**src/rtl/trigger_tx_startup_ctrl.sv**
```systemverilog
// ---------------------------------------------------------------------------
// trigger_tx_startup_ctrl
//
// Sequences startup and recovery of the trigger GTX transmitters (CSC R/L,
// GEM R/L) on clk_40. It drives the shared TX PLL reset, the GTX TX reset and
// the link-logic reset. It then waits for all PLL locks and reset-dones,
// retries on timeout, and re-sequences when lock is lost.
//
// Optional feature: define TRIG_TX_LOCK_DEBOUNCE_EN to require LOCK_STABLE
// consecutive cycles of full lock before leaving WAIT_LOCK.
//
// Ports:
//   clk_40          in   40 MHz system clock (only clock)
//   reset_n         in   asynchronous active-low reset
//   start_i         in   1-cycle soft restart request
//   pll_locked_i    in   [NLINKS] TX PLL lock, asynchronous
//   tx_resetdone_i  in   [NLINKS] GTX TXRESETDONE, asynchronous
//   txpll_rst_o     out  TX PLL reset to all links
//   gtx_tx_rst_o    out  GTX TX reset to all links
//   link_rst_o      out  link-logic reset to all links
//   ready_o         out  links up
//   fail_o          out  retry budget exhausted
//   state_o         out  [3] current state
//   retry_cnt_o     out  [2] consecutive failed attempts
//   lock_loss_cnt_o out  [8] cumulative lock losses, saturating
// ---------------------------------------------------------------------------
module trigger_tx_startup_ctrl #(
  parameter int NLINKS       = 4,
  parameter int PLL_RST_CYC  = 16,
  parameter int TX_RST_CYC   = 16,
  parameter int LINK_RST_CYC = 16,
  parameter int TIMEOUT_CYC  = 4096,
  parameter int MAX_RETRIES  = 3,
  parameter int LOCK_STABLE  = 64
) (
  input  logic              clk_40,
  input  logic              reset_n,
  input  logic              start_i,
  input  logic [NLINKS-1:0] pll_locked_i,
  input  logic [NLINKS-1:0] tx_resetdone_i,
  output logic              txpll_rst_o,
  output logic              gtx_tx_rst_o,
  output logic              link_rst_o,
  output logic              ready_o,
  output logic              fail_o,
  output logic [2:0]        state_o,
  output logic [1:0]        retry_cnt_o,
  output logic [7:0]        lock_loss_cnt_o
);

  // Wide enough for the longest phase or timeout.
  localparam int CW = $clog2(TIMEOUT_CYC + PLL_RST_CYC + TX_RST_CYC + LINK_RST_CYC + 1);

  typedef enum logic [2:0] {
    ST_IDLE      = 3'd0,
    ST_PLL_RST   = 3'd1,
    ST_WAIT_LOCK = 3'd2,
    ST_TX_RST    = 3'd3,
    ST_WAIT_DONE = 3'd4,
    ST_LINK_RST  = 3'd5,
    ST_READY     = 3'd6,
    ST_FAIL      = 3'd7
  } state_t;

  state_t            state_r, state_nx_s;
  logic [CW-1:0]     cnt_r, cnt_nx_s;
  logic [1:0]        retry_r, retry_nx_s;
  logic [7:0]        loss_r, loss_nx_s;
  logic [4:0]        outs_r;
  logic [NLINKS-1:0] lock_meta_r, lock_sync_r, done_meta_r, done_sync_r;
  logic              all_locked_s, all_done_s, lock_ok_s, loss_s, retry_req_s;

  // Output levels {txpll, gtx, link, ready, fail} for a given state.
  function automatic logic [4:0] decode_outs(input state_t st);
    case (st)
      ST_IDLE:      decode_outs = 5'b11100;
      ST_PLL_RST:   decode_outs = 5'b11100;
      ST_WAIT_LOCK: decode_outs = 5'b01100;
      ST_TX_RST:    decode_outs = 5'b01100;
      ST_WAIT_DONE: decode_outs = 5'b00100;
      ST_LINK_RST:  decode_outs = 5'b00100;
      ST_READY:     decode_outs = 5'b00010;
      ST_FAIL:      decode_outs = 5'b01101;
      default:      decode_outs = 5'b11100;
    endcase
  endfunction

  // Two-flop synchronizers for the asynchronous status inputs.
  always_ff @(posedge clk_40 or negedge reset_n) begin
    if (!reset_n) begin
      lock_meta_r <= '0;
      lock_sync_r <= '0;
      done_meta_r <= '0;
      done_sync_r <= '0;
    end else begin
      lock_meta_r <= pll_locked_i;
      lock_sync_r <= lock_meta_r;
      done_meta_r <= tx_resetdone_i;
      done_sync_r <= done_meta_r;
    end
  end

  assign all_locked_s = &lock_sync_r;
  assign all_done_s   = &done_sync_r;

`ifdef TRIG_TX_LOCK_DEBOUNCE_EN
  localparam int SW = $clog2(LOCK_STABLE + 1);
  logic [SW-1:0] stable_r, stable_nx_s;

  // Consecutive full-lock cycles while in WAIT_LOCK; a drop restarts it
  // without touching the timeout counter.
  always_comb begin
    stable_nx_s = '0;
    if (state_r == ST_WAIT_LOCK && all_locked_s) begin
      stable_nx_s = stable_r + SW'(1);
    end else begin
      stable_nx_s = '0;
    end
  end

  // Stable-lock counter register.
  always_ff @(posedge clk_40 or negedge reset_n) begin
    if (!reset_n) begin
      stable_r <= '0;
    end else begin
      stable_r <= stable_nx_s;
    end
  end

  assign lock_ok_s = all_locked_s && (stable_r == SW'(LOCK_STABLE - 1));
`else
  assign lock_ok_s = all_locked_s;
`endif

  // Next-state, retry and lock-loss bookkeeping.
  always_comb begin
    state_nx_s  = state_r;
    retry_nx_s  = retry_r;
    loss_nx_s   = loss_r;
    cnt_nx_s    = cnt_r;
    loss_s      = 1'b0;
    retry_req_s = 1'b0;

    case (state_r)
      ST_IDLE: state_nx_s = ST_PLL_RST;
      ST_PLL_RST: begin
        if (cnt_r == CW'(PLL_RST_CYC - 1)) state_nx_s = ST_WAIT_LOCK;
        else                               state_nx_s = ST_PLL_RST;
      end
      ST_WAIT_LOCK: begin
        if (lock_ok_s)                          state_nx_s = ST_TX_RST;
        else if (cnt_r == CW'(TIMEOUT_CYC - 1)) retry_req_s = 1'b1;
        else                                    state_nx_s = ST_WAIT_LOCK;
      end
      ST_TX_RST: begin
        if (!all_locked_s)                     loss_s = 1'b1;
        else if (cnt_r == CW'(TX_RST_CYC - 1)) state_nx_s = ST_WAIT_DONE;
        else                                   state_nx_s = ST_TX_RST;
      end
      ST_WAIT_DONE: begin
        if (!all_locked_s)                      loss_s = 1'b1;
        else if (all_done_s)                    state_nx_s = ST_LINK_RST;
        else if (cnt_r == CW'(TIMEOUT_CYC - 1)) retry_req_s = 1'b1;
        else                                    state_nx_s = ST_WAIT_DONE;
      end
      ST_LINK_RST: begin
        if (!all_locked_s) begin
          loss_s = 1'b1;
        end else if (cnt_r == CW'(LINK_RST_CYC - 1)) begin
          state_nx_s = ST_READY;
          retry_nx_s = 2'd0;
        end else begin
          state_nx_s = ST_LINK_RST;
        end
      end
      ST_READY: begin
        if (!all_locked_s) loss_s = 1'b1;
        else               state_nx_s = ST_READY;
      end
      ST_FAIL: state_nx_s = ST_FAIL;
      default: state_nx_s = ST_IDLE;
    endcase

    // A restart request overrides any timeout or lock loss seen this cycle.
    if (start_i) begin
      state_nx_s = ST_PLL_RST;
      retry_nx_s = 2'd0;
    end else begin
      if (loss_s) begin
        loss_nx_s   = (loss_r != 8'hFF) ? loss_r + 8'd1 : loss_r;
        retry_req_s = 1'b1;
      end else begin
        loss_nx_s = loss_r;
      end
      if (retry_req_s) begin
        if (retry_r == 2'(MAX_RETRIES - 1)) begin
          state_nx_s = ST_FAIL;
        end else begin
          retry_nx_s = retry_r + 2'd1;
          state_nx_s = ST_PLL_RST;
        end
      end else begin
        retry_nx_s = retry_nx_s;
      end
    end

    // Phase counter restarts on every entry (including restart into
    // PLL_RST from PLL_RST) and saturates instead of wrapping.
    if (start_i || (state_nx_s != state_r)) begin
      cnt_nx_s = '0;
    end else if (cnt_r != {CW{1'b1}}) begin
      cnt_nx_s = cnt_r + CW'(1);
    end else begin
      cnt_nx_s = cnt_r;
    end
  end

  // State, counters and registered outputs; outputs follow the next state
  // so they change in the same cycle as state_o.
  always_ff @(posedge clk_40 or negedge reset_n) begin
    if (!reset_n) begin
      state_r <= ST_IDLE;
      cnt_r   <= '0;
      retry_r <= 2'd0;
      loss_r  <= 8'd0;
      outs_r  <= 5'b11100;
    end else begin
      state_r <= state_nx_s;
      cnt_r   <= cnt_nx_s;
      retry_r <= retry_nx_s;
      loss_r  <= loss_nx_s;
      outs_r  <= decode_outs(state_nx_s);
    end
  end

  assign txpll_rst_o     = outs_r[4];
  assign gtx_tx_rst_o    = outs_r[3];
  assign link_rst_o      = outs_r[2];
  assign ready_o         = outs_r[1];
  assign fail_o          = outs_r[0];
  assign state_o         = state_r;
  assign retry_cnt_o     = retry_r;
  assign lock_loss_cnt_o = loss_r;

endmodule

```
**config.mk**
```make
export PLATFORM = sky130hd
export DESIGN_NAME = trigger_tx_startup_ctrl
export DESIGN_NICKNAME = d
export VERILOG_FILES = /design/src/rtl/trigger_tx_startup_ctrl.sv
export SDC_FILE = /design/constraint.sdc
export NUM_CORES = 1
export LEC_CHECK = 0
export BUFFER_PORTS_ARGS = -buffer_cell sky130_fd_sc_hd__buf_2
export CORE_UTILIZATION = 52
export CTS_CLUSTER_SIZE = 12
export DETAILED_ROUTE_END_ITERATION = 8
export GPL_TIMING_DRIVEN = 0
export PLACE_DENSITY = 0.76
export SYNTH_ARGS = -nofsm -noshare
export SYNTH_HDL_FRONTEND = slang
export SYNTH_SLANG_ARGS = --single-unit
```
**constraint.sdc**
```tcl
create_clock -name clk_40 -period 2 [get_ports clk_40]
set_input_delay 0.1 -clock clk_40 [delete_from_list [all_inputs] [get_ports clk_40]]
set_output_delay 0.1 -clock clk_40 [all_outputs]
set_load 0.02 [all_outputs]
```
==> results.cfg, run 1 <==
[outcome]
run_status = complete, but fails checks
violations = hold timing, setup timing

[power]
p_switching_uw = 652
powerDensity_nw_per_um2 = 724
power_frac_clock_pct = 31.4
power_frac_seq_pct = 47.5
internal_power_mw = 1.65
total_power_mw = 2.30
peakVddDrop_uv = 583
swShare_pct = 28.4
combPwrFrac_pct = 21.1
leakage_nw = 1.47

[finish]
nets = 311
antenna_cells = 0
drive_gt1_share_pct = 38.1
fill_cells = 322
area_delta_synth_final_pct = 27.1
final_util_pct = 71.0

[worst_setup_path]
critPathRequiredTime_ns = 2.19
rr_worst_depth = 8
critical_path_class = reg2reg
critPathMaxFanout = 10
cp-startpoint = state_o[1]
r2r_slack_ns = -0.05
r2r_end = cnt_r[8]
worstSetupEndpoint = cnt_r[8]
end_kind = register
start_kind = register
arrival_ns = 2.24
r2r_start = state_o[1]

[routing]
antenna_left = 0
routed_wl_mm = 5.60
drt_first_iter_violations = 229
vias_per_cell = 5.76
wl_per_cell_um = 16.0
firstDrtPassIters = 4
vias = 2023
post-route-drc-count = 0

[logic_synthesis]
synth_area_um2 = 2500
yosysMostFrequentCell = dfrtp_1
synth.area.top_cells = dfrtp_1, nor3_2, xor2_1, nand2_1, nor2_1
yosys.area.top_type = dfrtp_1
synth.top_cell.area_share_pct = 44.1
ys_top_cells_by_count = dfrtp_1, nand2_1, nor2_1
synth_edf_count = 0
synth_cells = 234
synth_seq_cells = 47
ys.flop_type = dfrtp_1
syn_area_per_cell_um2 = 10.7
synthArstFlopShare_pct = 100
synth_cell_types = 55
synth_fp_nets = 247
yosys_warnings = 0
synth_seq_area_share_pct = 47.2

[floorplan]
core-area_um2 = 4470
pin_count = 29
die-area_um2 = 5090
initial_core_util_pct = 55.8
dieWidth_um = 71.3
rows = 24
die_height_um = 71.3

[placed_design]
gp_routability_congestion = 0.926
port-buffer-count = 27
dp_hpwl_mm = 3.38
dpl_worst_slack_ns = -0.233

[clock_tree]
h-tree-depth = 2
cts_root_buffer = clkbuf_8
clockBufferDepth = 2
cts_tree = built
insertion_delay_ns = 0.29
path_clk_slew_ns = 0.09
cts_sinks = 47
numCtsBuffers = 5

[timing]
setup_tns_ns = -0.517
max_freq_mhz = 488
period_needed_ns = 2.05
finalHoldViolations = 19
rsz0062_at_grt = true
skew_ns = 0.0112
maxSlewViolCount = 0
fin_hold_ws_ns = -0.0246
fin_crit_sh_pct = 102
timing.final.ws_setup_ns = -0.0498
maxSlewHeadroom_pct = 31.6
tightestPinTransition_ns = 1.03
setup_violations = 13

[global_routing]
grt_pass1_wl_mm = 9.24
gr-total-overflow = 0
antenna_found_initial = 0
grt_pass1_vias = 1942
grt_util_all_layers_pct = 23.5
grt_max_degree = 48

[worst_hold_path]
hold_path.class = in2async

[job]
cap_violations = 0
## flip-flops by register name, summed over array words and instances, names as in the netlist
signal           flops
retry_cnt_o          2
lock_meta_r          4
done_sync_r          4
done_meta_r          4
outs_r               5
lock_loss_cnt_o      8
cnt_r               13
state_o              3
lock_sync_r          4
## worst max-delay path, stage by stage (launching register included)
cell and delay, ns:
dfrtp_1 0.37, buf_6 0.15, inv_2 0.08, or3_4 0.40, a21o_4 0.24, and3_4 0.17
a22oi_2 0.28, buf_6 0.19, nor3_2 0.05
## placed cells by master, fill, tap and decap left out, drive strengths merged, types with 6 or more instances in the layout
cell         netlist  layout
clkbuf             1       7
dfrtp             44      44
nand3b             6       6
nand4             10      10
nor3              21      21
a21oi              6       6
nand3              8       8
nor2              22      22
buf                9      58
dlygate4sd3        0       8
xor2              11      11
nand2             22      22
o21ai              7       7
## per-layer routing
layer | track usage, % | vias to the layer above | wire (um)
li1 | - | 973 | -
met1 | 31.4 | 977 | 2500
met2 | 38.9 | 65 | 2790
met3 | 4.50 | 8 | 260
met4 | 7.56 | 0 | 56
met5 | 0 | - | 0
## kinds of logic after synthesis
family	count (synthesis)	share of synthesized area, %
adder cells (fa/ha/maj)	2	1.00
buffers and inverters	13	3.96
AO/OA/AOI/OAI	35	11.0
XOR/XNOR	15	5.26
flip-flops	47	47.2
multiplexers	3	1.30
AND/OR/NAND/NOR	119	30.3
## how the worst min path moves through the flow
| stage | startpoint | endpoint | slack, ns | depth (start not counted) |
|---|---|---|---|---|
| detailed placement | pll_locked_i[1] | lock_meta_r[1] | 0.21 | 1 |
| CTS | reset_n | cnt_r[9] | 0.002 | 1 |
| finish | reset_n | cnt_r[9] | -0.02 | 1 |
| global placement | tx_resetdone_i[1] | done_meta_r[1] | 0.21 | 1 |
| floorplan | reset_n | cnt_r[0] | -0.20 | 0 |
| global route | reset_n | cnt_r[8] | 0.06 | 1 |
## cell type report
class | count | area (um^2) | share of cell area [%]
Clock buffer | 6 | 82.6 | 2.60
Inverter | 3 | 11.3 | 0.355
Timing Repair Buffer | 58 | 399 | 12.6
Multi-Input combinational cell | 174 | 1320 | 41.4
Buffer | 9 | 83.8 | 2.64
Clock inverter | 2 | 35.0 | 1.10
Tap cell | 52 | 65.1 | 2.05
Sequential cell | 47 | 1180 | 37.2
## metrics by stage
step           cells  cell area [um^2]
2_1_floorplan    234              2500
3_3_place_gp     313              2700
3_5_place_dp     313              2700
4_1_cts          344              3090
5_1_grt          351              3180
6_report         351              3180
## power groups by stage
| stage | sequential [mW] | combinational [mW] | clock [mW] |
|---|---|---|---|
| 6_report | 1.09 | 0.486 | 0.722 |
| 5_1_grt | 1.11 | 0.530 | 0.769 |
| 4_1_cts | 1.09 | 0.470 | 0.730 |
| 3_5_place_dp | 1.12 | 0.385 | 0 |
| 3_3_place_gp | 1.11 | 0.373 | 0 |
| 2_1_floorplan | 1.16 | 0.211 | 0 |
## repair_timing
action                                  in CTS  in global routing
cloned                                       3                  0
endpoints found under the setup margin      19                 24
hold buffers                                 8                  0
setup buffers                               12                  8
pin swaps                                    8                  5
endpoints found under the hold margin        8                  0
resized for setup                           23                  9
(Power assumes the default switching activity.)
==> inputs of run 2 (changes only) <==
Settings changed: ABC_AREA from default to 1, CORE_UTILIZATION 52 to 51, PLACE_DENSITY 0.76 to 0.75.
==> results.cfg, run 2 <==
[floorplan]
die_height_um = 68.6
pin_count = 29
die-area_um2 = 4710
dieWidth_um = 68.6
rows = 23
initial_core_util_pct = 54.6
core-area_um2 = 4140

[timing]
rsz0062_at_grt = true
setup_tns_ns = -0.146
setup_violations = 10
period_needed_ns = 2.03
fin_crit_sh_pct = 102
timing.final.ws_setup_ns = -0.0342
maxSlewHeadroom_pct = 32.6
maxSlewViolCount = 0
max_freq_mhz = 492
finalHoldViolations = 0
skew_ns = 0.00638
tightestPinTransition_ns = 1.01

[clock_tree]
cts_root_buffer = clkbuf_8
clockBufferDepth = 2
path_clk_slew_ns = 0.09
numCtsBuffers = 5
cts_tree = built
insertion_delay_ns = 0.30
cts_sinks = 47
h-tree-depth = 2

[logic_synthesis]
ys_top_cells_by_count = dfrtp_1, nand2_1, nor2_1
yosys.area.top_type = dfrtp_1
synthArstFlopShare_pct = 100
synth.area.top_cells = dfrtp_1, nand2_1, nor2_4, nor2_1, inv_1
synth_area_um2 = 2260
synth_seq_cells = 47
synth_edf_count = 0
synth_cell_types = 25
yosys_warnings = 0
synth_cells = 243
synth.top_cell.area_share_pct = 48.6
ys.flop_type = dfrtp_1
syn_area_per_cell_um2 = 9.31
synth_seq_area_share_pct = 52.1
synth_fp_nets = 256

[worst_setup_path]
critPathMaxFanout = 5
r2r_slack_ns = -0.03
critPathRequiredTime_ns = 2.24
end_kind = register
start_kind = register
critical_path_class = reg2reg
arrival_ns = 2.28
r2r_start = cnt_r[0]
cp-startpoint = cnt_r[0]

[global_routing]
grt_pass1_wl_mm = 7.15
antenna_found_initial = 0
grt_pass1_vias = 1668
grt_max_degree = 48
grt_util_all_layers_pct = 21.1
gr-total-overflow = 0

[routing]
wl_met3_um = 128
vias_per_cell = 5.09
post-route-drc-count = 0
route.layer.met1.wl_mm = 2.02
routed_wl_mm = 4.66
dr_wl_met2_mm = 2.44
vias = 1839
drt_first_iter_violations = 111
firstDrtPassIters = 4
wl_per_cell_um = 12.9
highest_layer = met4
antenna_left = 0

[placed_design]
gp_routability_congestion = 0.808
place_area_um2 = 2470
port-buffer-count = 28
dpl_worst_slack_ns = -0.0840
dp_hpwl_mm = 2.70

[finish]
regMostFlops = cnt_r
postLayoutCellArea_um2 = 3010
nets = 323
final_util_pct = 72.6
largest_register_ffs = 13
mostFrequentLayoutCell = dfrtp_1
antenna_cells = 0
area_delta_synth_final_pct = 32.9
drive_gt1_share_pct = 38.9
final_cell_mix = dfrtp_1, nand2_1, buf_2, nor2_1, inv_1

[power]
peakVddDrop_uv = 717
leakage_nw = 1.44
powerDensity_nw_per_um2 = 1040

[job]
cap_violations = 0

[outcome]
run_status = complete, but fails checks
violations = setup timing

[worst_hold_path]
min-delay-start = done_meta_r[2]
hold_path.class = reg2reg
-- run 2: cell count changes after synthesis, moves of 8 or more --
cell,delta
inv_1,+24
nand2_1,+22
nand2_2,+8
nand3_1,+11
nor2_2,+9
nor2_4,+10
nor3_2,-10
-- run 2: routing by layer --
layer | up-vias | track usage, %
met5 | - | 0
met3 | 9 | 3.45
met2 | 37 | 35.7
met4 | 0 | 10.2
li1 | 902 | -
met1 | 891 | 26.2
-- run 2: area by class of cell --
type / count / area [um^2]
inverter: 32 / 125
tap: 50 / 62.6
clock inverter: 2 / 35.0
fill: 289 / 1130
multi-input combinational: 163 / 1050
sequential: 47 / 1180
clock buffer: 6 / 82.6
timing repair buffer: 60 / 450
buffer: 1 / 20.0
-- run 2: final timing paths --
path / cells after the start / to
max: 15 / cnt_r[8]
min: 0 / done_sync_r[2]
max in group asynchronous: 2 / state_o[1]
max reg2reg: 15 / cnt_r[8]
min reg2reg: 0 / done_sync_r[2]
min in group asynchronous: 2 / cnt_r[9]
-- run 2: worst max-delay path, cell delays in order, from the launching register on --
cell and delay, ns:
dfrtp_1 0.40, ha_4 0.16, nand3_4 0.10, nor2_4 0.15
nand3_2 0.08, nand2_1 0.09, inv_1 0.05, nor2_2 0.14
nand2_2 0.08, nand2_2 0.07, nand3_2 0.09, nor2_4 0.13
nand2_4 0.08, buf_12 0.14, buf_12 0.14, nor2_4 0.08
-- run 2: logic make-up (layout without fill, tap and decap cells) --
group	after synthesis	count (layout)	share of synthesized area, %
AO/OA/AOI/OAI	9	9	2.71
XOR/XNOR	13	13	5.03
adder cells (fa/ha/maj)	2	2	1.11
buffers and inverters	33	101	6.19
flip-flops	47	47	52.1
multiplexers	2	2	0.995
AND/OR/NAND/NOR	137	137	31.8
-- run 2: power by group --
part | switching (mW) | internal, mW
sequential | 0.112 | 1.07
clock | 0.312 | 0.404
combinational | 0.684 | 0.545
-- run 2: metrics by stage --
step,cells,power (mW),hold WS (ns)
floorplan,243,1.83,-0.196
global placement,321,2.02,0.208
detailed placement,321,2.05,0.209
CTS,353,2.97,0.353
global route,361,3.30,0.364
finish,361,3.13,0.352
-- run 2: what timing repair did --
action / 4_1_cts / 5_1_grt
hold buffers: 10 / 0
setup endpoints to repair: 10 / 13
buffers inserted: 13 / 8
gates cloned: 1 / 0
pin swaps: 9 / 16
gates resized for setup: 10 / 22
endpoints found under the hold margin: 28 / 0
